## src/rtl/vga_timing_gen.sv

```systemverilog
// Raster timing generator: free-running h/v counters with registered sync,
// visible flag, active-relative coordinates, line/frame strobes and a
// frame counter. Every output is registered from the same next-state
// decode, so all outputs describe one (h,v) pair on any given cycle.
module vga_timing_gen #(
   parameter int unsigned H_SYNC    = 136,
   parameter int unsigned H_BACK    = 200,
   parameter int unsigned H_ACTIVE  = 1280,
   parameter int unsigned H_FRONT   = 64,
   parameter int unsigned V_SYNC    = 6,
   parameter int unsigned V_BACK    = 21,
   parameter int unsigned V_ACTIVE  = 800,
   parameter int unsigned V_FRONT   = 1,
   parameter bit          HSYNC_POL = 1'b0,
   parameter bit          VSYNC_POL = 1'b1
) (
   input  logic        clk,
   input  logic        rst_n,
   input  logic        pix_ce,
   output logic [10:0] display_pos_x,
   output logic [9:0]  display_pos_y,
   output logic [10:0] active_x,
   output logic [9:0]  active_y,
   output logic        hsync,
   output logic        vsync,
   output logic        visible,
   output logic        line_start,
   output logic        frame_start,
   output logic [7:0]  frame_count
);

   localparam int unsigned H_TOTAL = H_SYNC + H_BACK + H_ACTIVE + H_FRONT;
   localparam int unsigned V_TOTAL = V_SYNC + V_BACK + V_ACTIVE + V_FRONT;

   // Region boundaries in counter width; all comparisons are unsigned.
   localparam logic [10:0] H_LAST     = 11'(H_TOTAL - 1);
   localparam logic [10:0] H_SYNC_END = 11'(H_SYNC);
   localparam logic [10:0] H_ACT_BEG  = 11'(H_SYNC + H_BACK);
   localparam logic [10:0] H_ACT_END  = 11'(H_SYNC + H_BACK + H_ACTIVE - 1);
   localparam logic [9:0]  V_LAST     = 10'(V_TOTAL - 1);
   localparam logic [9:0]  V_SYNC_END = 10'(V_SYNC);
   localparam logic [9:0]  V_ACT_BEG  = 10'(V_SYNC + V_BACK);
   localparam logic [9:0]  V_ACT_END  = 10'(V_SYNC + V_BACK + V_ACTIVE - 1);

   // Counters must fit their output widths; refuse to elaborate otherwise.
   generate
      if (H_TOTAL > 2048) begin : g_h_too_wide
         $error("vga_timing_gen: H_TOTAL does not fit 11 bits");
      end
      if (V_TOTAL > 1024) begin : g_v_too_wide
         $error("vga_timing_gen: V_TOTAL does not fit 10 bits");
      end
      if (H_ACTIVE == 0 || V_ACTIVE == 0) begin : g_no_active
         $error("vga_timing_gen: active region must be non-empty");
      end
   endgenerate

   // Counter state; display_pos_x/y are these registers with no skew.
   logic [10:0] h_cnt;
   logic [9:0]  v_cnt;

   // Next-state decode
   logic        h_wrap;
   logic        v_wrap;
   logic [10:0] h_nxt;
   logic [9:0]  v_nxt;
   logic        h_vis_nxt;
   logic        v_vis_nxt;
   logic        vis_nxt;
   logic        hsync_nxt;
   logic        vsync_nxt;
   logic [10:0] ax_nxt;
   logic [9:0]  ay_nxt;

   // Advance the raster position and decode every region for the next pair.
   always_comb begin
      h_wrap = (h_cnt == H_LAST);
      v_wrap = (v_cnt == V_LAST);

      h_nxt = h_wrap ? 11'd0 : h_cnt + 11'd1;
      if (h_wrap) begin
         v_nxt = v_wrap ? 10'd0 : v_cnt + 10'd1;
      end else begin
         v_nxt = v_cnt;
      end

      h_vis_nxt = (h_nxt >= H_ACT_BEG) && (h_nxt <= H_ACT_END);
      v_vis_nxt = (v_nxt >= V_ACT_BEG) && (v_nxt <= V_ACT_END);
      vis_nxt   = h_vis_nxt && v_vis_nxt;

      // vsync only changes with v, which only changes on the h wrap.
      hsync_nxt = (h_nxt < H_SYNC_END) ? HSYNC_POL : ~HSYNC_POL;
      vsync_nxt = (v_nxt < V_SYNC_END) ? VSYNC_POL : ~VSYNC_POL;

      ax_nxt = vis_nxt ? h_nxt - H_ACT_BEG : 11'd0;
      ay_nxt = vis_nxt ? v_nxt - V_ACT_BEG : 10'd0;
   end

   // Register counters and level outputs together; hold when pix_ce is low.
   always_ff @(posedge clk or negedge rst_n) begin
      if (!rst_n) begin
         h_cnt       <= 11'd0;
         v_cnt       <= 10'd0;
         active_x    <= 11'd0;
         active_y    <= 10'd0;
         hsync       <= HSYNC_POL;
         vsync       <= VSYNC_POL;
         visible     <= 1'b0;
         frame_count <= 8'd0;
      end else if (pix_ce) begin
         h_cnt    <= h_nxt;
         v_cnt    <= v_nxt;
         active_x <= ax_nxt;
         active_y <= ay_nxt;
         hsync    <= hsync_nxt;
         vsync    <= vsync_nxt;
         visible  <= vis_nxt;
         if (h_wrap && v_wrap) begin
            frame_count <= frame_count + 8'd1;
         end
      end
   end

   // Strobes fire for the single cycle in which the counters land on h=0,
   // and are forced low on idle (pix_ce=0) cycles.
   always_ff @(posedge clk or negedge rst_n) begin
      if (!rst_n) begin
         line_start  <= 1'b0;
         frame_start <= 1'b0;
      end else begin
         line_start  <= pix_ce && h_wrap;
         frame_start <= pix_ce && h_wrap && v_wrap;
      end
   end

   assign display_pos_x = h_cnt;
   assign display_pos_y = v_cnt;

endmodule

```

## config.mk

```make
export PLATFORM = sky130hd
export DESIGN_NAME = vga_timing_gen
export DESIGN_NICKNAME = d
export VERILOG_FILES = /design/src/rtl/vga_timing_gen.sv
export SDC_FILE = /design/constraint.sdc
export NUM_CORES = 1
export LEC_CHECK = 0
export CAP_MARGIN = 15
export CORE_ASPECT_RATIO = 1.2
export CORE_UTILIZATION = 30
export CTS_CLUSTER_DIAMETER = 120
export DETAILED_ROUTE_END_ITERATION = 16
export GPL_ROUTABILITY_DRIVEN = 0
export GPL_TIMING_DRIVEN = 0
export SYNTH_ARGS = -nofsm -noshare
export SYNTH_HDL_FRONTEND = slang
export SYNTH_SLANG_ARGS = --single-unit
```

## constraint.sdc

```tcl
create_clock -name clk -period 7.18 [get_ports clk]
set_clock_uncertainty 0.2 [all_clocks]
set_input_delay 1.436 -clock clk [delete_from_list [all_inputs] [get_ports clk]]
set_output_delay 1.436 -clock clk [all_outputs]
set_load 0.02 [all_outputs]
```

==> results of run 1 <==
-- cells in the mapped netlist, types with 3 or more instances --
library cell and number:
o22ai_2 11, buf_4 4, o21ai_0 14, inv_1 32, o21a_1 4, nand2_1 27, and3_1 5, nand4_1 6
ha_1 8, a21oi_1 13, mux2i_1 4, clkbuf_1 5, nor3_2 3, nor3_1 4, xnor2_1 26, o22ai_1 8
buf_2 6, nand3_1 17, a31oi_1 6, buf_6 9, xor2_1 9, mux2_2 8, nor2_1 23, dfrtp_1 54
-- area by class of cell --
type                       count  area, um2  area share
clock buffer                   6        129      0.0287
sequential                    55       1380       0.307
timing repair buffer          57        576       0.128
tap                          157        196      0.0438
multi-input combinational    249       1840       0.410
clock inverter                 2       60.1      0.0134
inverter                      32        120      0.0268
buffer                        26        189      0.0421
-- through the flow --
step	instance area, um2	power [mW]	worst slack (ns)	std cells	hold WS, ns
2_1_floorplan	3520	0.583	4.03	362	0.301
3_3_place_gp	4280	0.684	2.73	575	0.264
3_5_place_dp	4300	0.687	3.50	576	0.262
4_1_cts	4490	1.01	3.45	584	0.277
5_1_grt	4490	1.05	3.22	584	0.322
6_report	4490	0.996	3.43	584	0.272
-- path summary, 6_finish.rpt --
path,cells after the start,to,slack (ns)
setup / recovery,16,active_y[5],3.43
hold / removal,1,frame_count[7],0.27
setup reg to reg,16,active_y[5],3.43
hold reg to reg,1,frame_count[7],0.27
max in group asynchronous,2,vsync,5.17
min in group asynchronous,1,frame_start,0.96
-- worst max-delay path: stages (launching register included) --
cell and delay, ns:
dfrtp_1 0.48, ha_1 0.18, buf_2 0.18, nand4b_1 0.29, nor3_2 0.45, buf_4 0.27
nor2_1 0.12, inv_1 0.11, ha_1 0.15, nand2_1 0.05, nor2_1 0.08, a21oi_1 0.07
a21oi_1 0.16, o221ai_1 0.18, a211o_4 0.39, buf_6 0.16, o22ai_1 0.14
-- power groups by stage --
stage / logic [mW] / registers [mW] / clock network (mW)
final: 0.327 / 0.354 / 0.315
after global routing: 0.356 / 0.357 / 0.333
after CTS: 0.329 / 0.354 / 0.322
after detailed placement: 0.327 / 0.360 / 0
after global placement: 0.325 / 0.359 / 0
after floorplan: 0.202 / 0.381 / 0
-- cell families (layout without fill, tap and decap cells) --
family / Yosys count / count (layout) / share of synthesized area
muxes: 13 / 13 / 0.0408
and+or+nand+nor: 112 / 112 / 0.188
DFF: 55 / 55 / 0.391
adders and majority gates: 8 / 8 / 0.0284
xor gates and xnor gates: 36 / 36 / 0.0916
AOI/OAI and AO/OA: 80 / 80 / 0.173
buffers and inverters: 58 / 123 / 0.0877
-- per-layer routing --
layer  wire length [um]  GRT usage  share of wire
met3                316     0.0272          0.036
met2               4580      0.277           0.52
met1               3820      0.182           0.43
met4                135     0.0444          0.015
met5                  0          0              0
-- flip-flops by register name, summed over array words and instances, names as in the netlist --
signal / count
active_x: 11
display_pos_x: 11
active_y: 10
display_pos_y: 10
frame_count: 8
frame_start: 1
hsync: 1
line_start: 1
visible: 1
vsync: 1
==> results.md, run 1 <==
- Yosys cell types: 69
- Core Util, Final: 0.390
- Net switching fraction of the power: 0.330
- Comb pwr share: 0.328
- Clock power frac: 0.316
- Register area share after synthesis: 0.391
- Worst-path clk slew: 0.07 ns
- Max_cap viols: 0
- Pwr dens: 222 mW/mm2
- Die ar.: 0.0122 mm2
- Area growth, synth to finish: 27.3%
- Final count of negative-setup-slack endpoints: 0
- DRC violations left: 0
- Postcts setup bufs: 0
- Post-Syn Nets: 373
- Status: finished, final reports clean
- Max FO, Critical Path: 10
- Yosys top cell by area: dfrtp_1
- Port bufs: 56
- Commonest non-fill, non-tap cell in the layout: clkdlybuf4s50_1
- Hold Path Class: register to register
- Worst Setup End Kind: register
- Site row count: 43
- Worst hold start: frame_count[7]
- Setup Crit Path Kind: register to register
- Commonest cells after routing, fill and taps aside: 55 x clkdlybuf4s50_1, 54 x dfrtp_1, 32 x inv_1, 27 x nand2_1, 26 x xnor2_1
- GRT Total Usage: 0.153
- Clock sink count: 55
- Pleak: 1.84 nW
- Async SR Flop Fraction: 1.00
- Worst EP arrival: 3.76 ns
- Post-cts sizing count: 0
- CP required: 7.19 ns
- Sequential power share: 0.356
- Critical path launch point: display_pos_x[0]
- TritonCTS Buffers: 5
- CTS root buffer: clkbuf_16
- Setup_tns: 0 ns
- Area contributors post-synth: dfrtp_1 38%, xnor2_1 6.5%, o22ai_2 3.9%, inv_1 3.4%, buf_6 2.9%
- Fill cell count: 1198
- Min Clock Period, post-route: 3.75 ns
- Int Pwr: 0.667 mW
- Mean Syn Cell Area: 9.74 um2
- Longest Clk Path Bufs: 2
- Core box area: 0.0115 mm2
- Overflow after GRT: 0
- WL/cell: 15.2 um
- Antenna viol nets, final: 0
- Slew headroom: 0.511
- Htree depth: 2
- Initial DRT Pass Iterations: 4
- Synth Instances: 362
- Post-synth EDFFs: 0
- Initial DRC count: 116
- Setup crit start kind: register
- Psw: 0.328 mW
- Syn Std Cell Area: 0.00352 mm2
- CTS Hold Bufs: 0
- CTS tree: yes
- Synth Flop Type: dfrtp_1
- Initial antenna violation count: 0
- Top-area cell type share of the netlist area: 0.383
- Final WL: 8.85 mm
- Die Wd: 101 um
- Synth Register Bits: 55
- Vias: 2881
- Vias in the first global route: 2967
- Max IR drop VDD: 0.140 mV
- Unrepaired setup endpoints after global routing: false
- Final hold viol count: 0
- Layout Nets: 437
- Global-route wire length before repair: 14.6 mm
- Syn. warnings: 0
- Initial Utilization: 0.306
- Chip Height: 121 um
- DP Wirelength: 6.70 mm
- Diodes inserted: 0
- Tcrit/Tclk final: 0.522
- Slew Limit Fails: 0
- Slew @ Worst Pin: 0.733 ns
- Fmax: 0.267 GHz
- Layout cells sized above 1: 0.162
- RR Startpoint: display_pos_x[0]
- Ports: 58
- DR vias/cell: 4.93
- Pin count of the biggest net entering global routing: 32
- Clock Latency Late Sink: 0.30 ns
Note: power is estimated with default switching activity, not from simulation.
==> run 2, diff against run 1 <==
==> constraint.sdc (replaced) <==
create_clock -name clk -period 3.6 [get_ports clk]
set_clock_uncertainty 0.2 [all_clocks]
set_input_delay 0.72 -clock clk [delete_from_list [all_inputs] [get_ports clk]]
set_output_delay 0.72 -clock clk [all_outputs]
set_load 0.02 [all_outputs]
==> run 2 against run 1 <==
  * Sequential share of layout area decreased by 0.39 points
  * First-iteration DRC count grew 9.5%
  * Critical path type unchanged
  * Largest cell class unchanged
  * Utilization rose by 0.58 points
  * Die area did not move
  * Critical endpoint unchanged
  * Combinational power is 100% higher
  * Setup slack worse by 3.2 ns
  * Final cell count is 1.2% higher
  * Register-to-register slack got worse by 3.2 ns
==> results.md, run 2 (synthesis results as in run 1) <==
- Initial DRT Pass Iterations: 4
- Layout cells sized above 1: 0.182
- Min Hold Slack: 0.239 ns
- Global-route wire length before repair: 14.7 mm
- Initial Utilization: 0.306
- CTS tree: yes
- Antenna viol nets, final: 0
- Die Wd: 101 um
- Fmax: 0.296 GHz
- Clock sink count: 55
- Diodes inserted: 0
- Area growth, synth to finish: 29.1%
- Tcrit/Tclk final: 0.939
- Crit path cell chain: ha_1 > clkbuf_4 > and4b_2 > nand3_4 > buf_4 > nor3_1 > a21oi_1 > inv_1 > ha_2 > a41oi_1 > or2_0 > a211o_4 > buf_6 > o22ai_1
- GRT Total Usage: 0.153
- Commonest cells after routing, fill and taps aside: 55 x clkdlybuf4s50_1, 52 x dfrtp_1, 32 x inv_1, 27 x nand2_1, 26 x xnor2_1
- Setup_tns: 0 ns
- Setup crit start kind: register
- CP max-delay cell: dfrtp_2
- Pin count of the biggest net entering global routing: 32
- Die ar.: 0.0122 mm2
- Slew Limit Fails: 0
- Worst Setup End Kind: register
- Vias in the first global route: 2983
- Pleak: 1.87 nW
- DP Wirelength: 6.70 mm
- Worst-path clk slew: 0.07 ns
- Max_cap viols: 0
- Ports: 58
- Longest Clk Path Bufs: 2
- Clock Latency Late Sink: 0.30 ns
- Layout Nets: 444
- Initial antenna violation count: 0
- Dpl cells: 576
- Final non-filler cell total: 591
- TritonCTS Buffers: 5
- Slew headroom: 0.504
- Design Power: 2.00 mW
- Final WL: 8.98 mm
- Post-route cell area: 0.00455 mm2
- DRC violations left: 0
- Chip Height: 121 um
- Final hold viol count: 0
- WL/cell: 15.2 um
- Htree depth: 2
- CP required: 3.61 ns
- Final count of negative-setup-slack endpoints: 0
- Hold Path Class: input port to asynchronous set/reset pin
- Pwr dens: 440 mW/mm2
- Max FO, Critical Path: 10
- Initial DRC count: 127
- Site row count: 43
- CTS root buffer: clkbuf_16
- Core box area: 0.0115 mm2
- Overflow after GRT: 0
- Vias: 2946
- CP max stage delay: 0.41 ns
- CTS Hold Bufs: 0
- Slew @ Worst Pin: 0.744 ns
- Max IR drop VDD: 0.280 mV
- DR vias/cell: 4.98
- Setup Crit Path Kind: register to register
- Min Clock Period, post-route: 3.38 ns
- Status: finished, final reports clean
- Commonest non-fill, non-tap cell in the layout: clkdlybuf4s50_1
- Cell Area, Placed: 0.00430 mm2
- Port bufs: 56
- Fill cell count: 1193
- Worst EP arrival: 3.39 ns
run 2: changes by cell type in the layout (fill, tap and decap cells not counted):
cell,change
nor3_2,-1
dfrtp_2,+2
ha_1,-1
ha_2,+1
clkbuf_4,+1
buf_2,-1
buf_4,+7
nor3_4,+1
dfrtp_1,-2
run 2: final timing paths:
kind / cells past startpoint / endpoint / start / slack, ns
setup / recovery: 14 / active_y[5] / display_pos_x[1] / 0.22
hold / removal: 1 / frame_start / rst_n / 0.24
setup reg to reg: 14 / active_y[5] / display_pos_x[1] / 0.22
hold reg to reg: 1 / frame_count[7] / frame_count[7] / 0.27
max in group asynchronous: 2 / vsync / rst_n / 2.31
min in group clk: 1 / frame_count[7] / frame_count[7] / 0.27
run 2: report_power, final:
part / internal, mW / switching [mW]
sequential: 0.661 / 0.0457
clock: 0.399 / 0.230
combinational: 0.280 / 0.387
run 2: metal layers:
| layer | routed length, um | share of wire | global-route usage | up-vias |
|---|---|---|---|---|
| met2 | 4670 | 0.52 | 0.280 | 84 |
| met5 | 0 | 0 | 0 | - |
| met4 | 132 | 0.015 | 0.0444 | 0 |
| met1 | 3760 | 0.42 | 0.182 | 1434 |
| li1 | - | - | - | 1414 |
| met3 | 410 | 0.046 | 0.0272 | 14 |
run 2: critical path: cells and delay by family (launching register included):
kind | cells | cell delay [ns]
fa+ha+maj | 2 | 0.38
flops | 1 | 0.41
simple gates | 4 | 0.89
compound gates | 4 | 0.73
buf+inv | 4 | 0.68
run 2: per-stage QoR:
| step | setup slack [ns] | utilization |
|---|---|---|
| 2_1_floorplan | 0.449 | - |
| 5_1_grt | -0.0124 | 0.395 |
| 4_1_cts | 0.0553 | 0.391 |
| 3_3_place_gp | -0.134 | 0.372 |
| 3_5_place_dp | -0.0840 | 0.373 |
| 6_report | 0.220 | 0.395 |
run 2: final cells by class:
cell class / instances / area (um2) / share of cell area
multi-input combinational: 249 / 1850 / 0.406
sequential: 55 / 1380 / 0.303
timing repair buffer: 64 / 628 / 0.138
tap: 157 / 196 / 0.0432
buffer: 26 / 191 / 0.0421
clock buffer: 6 / 129 / 0.0283
inverter: 32 / 120 / 0.0264
clock inverter: 2 / 60.1 / 0.0132
run 2: what timing repair did:
action / in CTS / in global routing
endpoints found under the setup margin: 22 / 22
gates cloned: 0 / 0
pin swaps: 1 / 2
gates resized for setup: 1 / 4
buffers inserted: 1 / 6
==> run 3, diff against run 2 <==
--- a/config.mk
+++ b/config.mk
@@ -5,9 +5,10 @@
 export SDC_FILE = /design/constraint.sdc
 export NUM_CORES = 1
 export LEC_CHECK = 0
-export CAP_MARGIN = 15
+export CAP_MARGIN = 40
 export CORE_ASPECT_RATIO = 1.2
 export CORE_UTILIZATION = 30
+export CTS_BUF_LIST = sky130_fd_sc_hd__clkbuf_16
 export CTS_CLUSTER_DIAMETER = 120
 export DETAILED_ROUTE_END_ITERATION = 16
 export GPL_ROUTABILITY_DRIVEN = 0
==> constraint.sdc (replaced) <==
create_clock -name clk -period 3.9 [get_ports clk]
set_clock_uncertainty 0.2 [all_clocks]
set_input_delay 0.78 -clock clk [delete_from_list [all_inputs] [get_ports clk]]
set_output_delay 0.78 -clock clk [all_outputs]
set_load 0.02 [all_outputs]
==> run 3 against run 2 <==
  * Setup slack worse by 0.022 ns
  * Flip-flop and latch count stayed put
  * Fmax is 8.7% lower
  * First-iteration DRC count is 12% lower
  * Sequential power is 7.8% lower
  * Cell area is 1.3% lower
  * Die area stayed put
  * Critical path type unchanged
  * Largest cell class unchanged
==> results.md, run 3 (synthesis results as in run 1) <==
- Status: finished, final reports clean
- Crit-path leading delay family: simple AND/OR/NAND/NOR gates
- Slew headroom: 0.511
- Tcrit/Tclk final: 0.949
- Max FO, Critical Path: 10
- CP max stage delay: 0.48 ns
- DRC violations left: 0
- DR vias/cell: 4.93
- Final non-filler cell total: 584
- Slew Limit Fails: 0
- Core box area: 0.0115 mm2
- Overflow after GRT: 0
- Layout Nets: 437
- Commonest non-fill, non-tap cell in the layout: clkdlybuf4s50_1
- Pleak: 1.85 nW
- Slew @ Worst Pin: 0.734 ns
- Commonest cells after routing, fill and taps aside: 55 x clkdlybuf4s50_1, 54 x dfrtp_1, 33 x inv_1, 27 x nand2_1, 26 x xnor2_1
- DP Wirelength: 6.70 mm
- Comb pwr share: 0.329
- Pwr dens: 408 mW/mm2
- Clock power frac: 0.315
- Net switching fraction of the power: 0.331
- Global-route wire length before repair: 14.6 mm
- Final count of negative-setup-slack endpoints: 0
- Final WL: 8.85 mm
- Initial DRT Pass Iterations: 4
- Int Pwr: 1.23 mW
- Sequential power share: 0.356
- Setup crit start kind: register
- Max_cap viols: 0
- Setup_tns: 0 ns
- Die Wd: 101 um
- Setup Crit Path Kind: register to register
- Site row count: 43
- CP required: 3.91 ns
- Pin count of the biggest net entering global routing: 32
- Vias in the first global route: 2967
- Longest Clk Path Bufs: 2
- Layout cells sized above 1: 0.162
- Post-route cell area: 0.00449 mm2
- Unrepaired setup endpoints after global routing: false
- Min Clock Period, post-route: 3.70 ns
- Diodes inserted: 0
- Initial Utilization: 0.306
- Fill cell count: 1199
- Htree depth: 2
- PnR worst setup slack: 0.197 ns
- Antenna viol nets, final: 0
- TritonCTS Buffers: 5
- Max IR drop VDD: 0.257 mV
- Port bufs: 56
- Initial antenna violation count: 0
- Worst EP arrival: 3.71 ns
- Psw: 0.606 mW
- WL/cell: 15.1 um
- Final hold viol count: 0
- Pre-CTS WS: 0.216 ns
- Crit path cell chain: ha_1 > buf_2 > nand4b_1 > nor3_4 > buf_4 > nor2_1 > inv_1 > ha_1 > nand2_1 > nor2_1 > a21oi_1 > a21oi_1 > o221ai_1 > a211o_4 > buf_6 > o22ai_1
- Vias: 2880
- Core Util, Final: 0.390
- Postcts setup bufs: 0
- Worst-path clk slew: 0.07 ns
- Fmax: 0.270 GHz
- Min Hold Slack: 0.272 ns
- Clock sink count: 55
- CTS tree: yes
- Worst path buffer plus inverter count: 4
- Dpl cells: 576
- Ports: 58
- CTS root buffer: clkbuf_16
- Design Power: 1.83 mW
- Initial DRC count: 112
- Chip Height: 121 um
- GRT Total Usage: 0.153
- Hold Path Class: register to register
- Cell Area, Placed: 0.00430 mm2
- Area growth, synth to finish: 27.4%
- CP max-delay cell: dfrtp_1
- Worst Setup End Kind: register
- Die ar.: 0.0122 mm2
- Clock Latency Late Sink: 0.30 ns
-- run 3: path summary, 6_finish.rpt --
path / endpoint / cells past startpoint / slack, ns / from
setup reg to reg: active_y[5] / 16 / 0.20 / display_pos_x[0]
setup / recovery: active_y[5] / 16 / 0.20 / display_pos_x[0]
hold reg to reg: frame_count[7] / 1 / 0.27 / frame_count[7]
min in group asynchronous: frame_start / 1 / 0.30 / rst_n
hold / removal: frame_count[7] / 1 / 0.27 / frame_count[7]
max in group asynchronous: vsync / 2 / 2.54 / rst_n
-- run 3: what timing repair did --
| item | CTS | global route |
|---|---|---|
| endpoints found under the setup margin | 0 | 7 |
| gates resized for setup | 0 | 1 |
| hold buffers | 0 | 0 |
-- run 3: layout make-up --
type,instances,area (um2),area share
buffer,26,189,0.0421
inverter,32,120,0.0267
clock inverter,3,63.8,0.0142
sequential,55,1380,0.307
timing repair buffer,57,576,0.128
tap,157,196,0.0437
multi-input combinational,249,1840,0.411
clock buffer,5,125,0.0279
-- run 3: power groups by stage --
stage / Combinational (mW) / Sequential [mW] / Clock, mW
floorplan: 0.372 / 0.702 / 0
CTS: 0.606 / 0.652 / 0.590
global placement: 0.599 / 0.661 / 0
global route: 0.658 / 0.657 / 0.611
detailed placement: 0.602 / 0.663 / 0
finish: 0.604 / 0.652 / 0.577
-- run 3: metal layers --
layer,track usage,wire length (um),up-vias
li1,-,-,1401
met4,0.0444,141,0
met5,0,0,-
met1,0.182,3800,1401
met3,0.0272,332,11
met2,0.277,4570,67
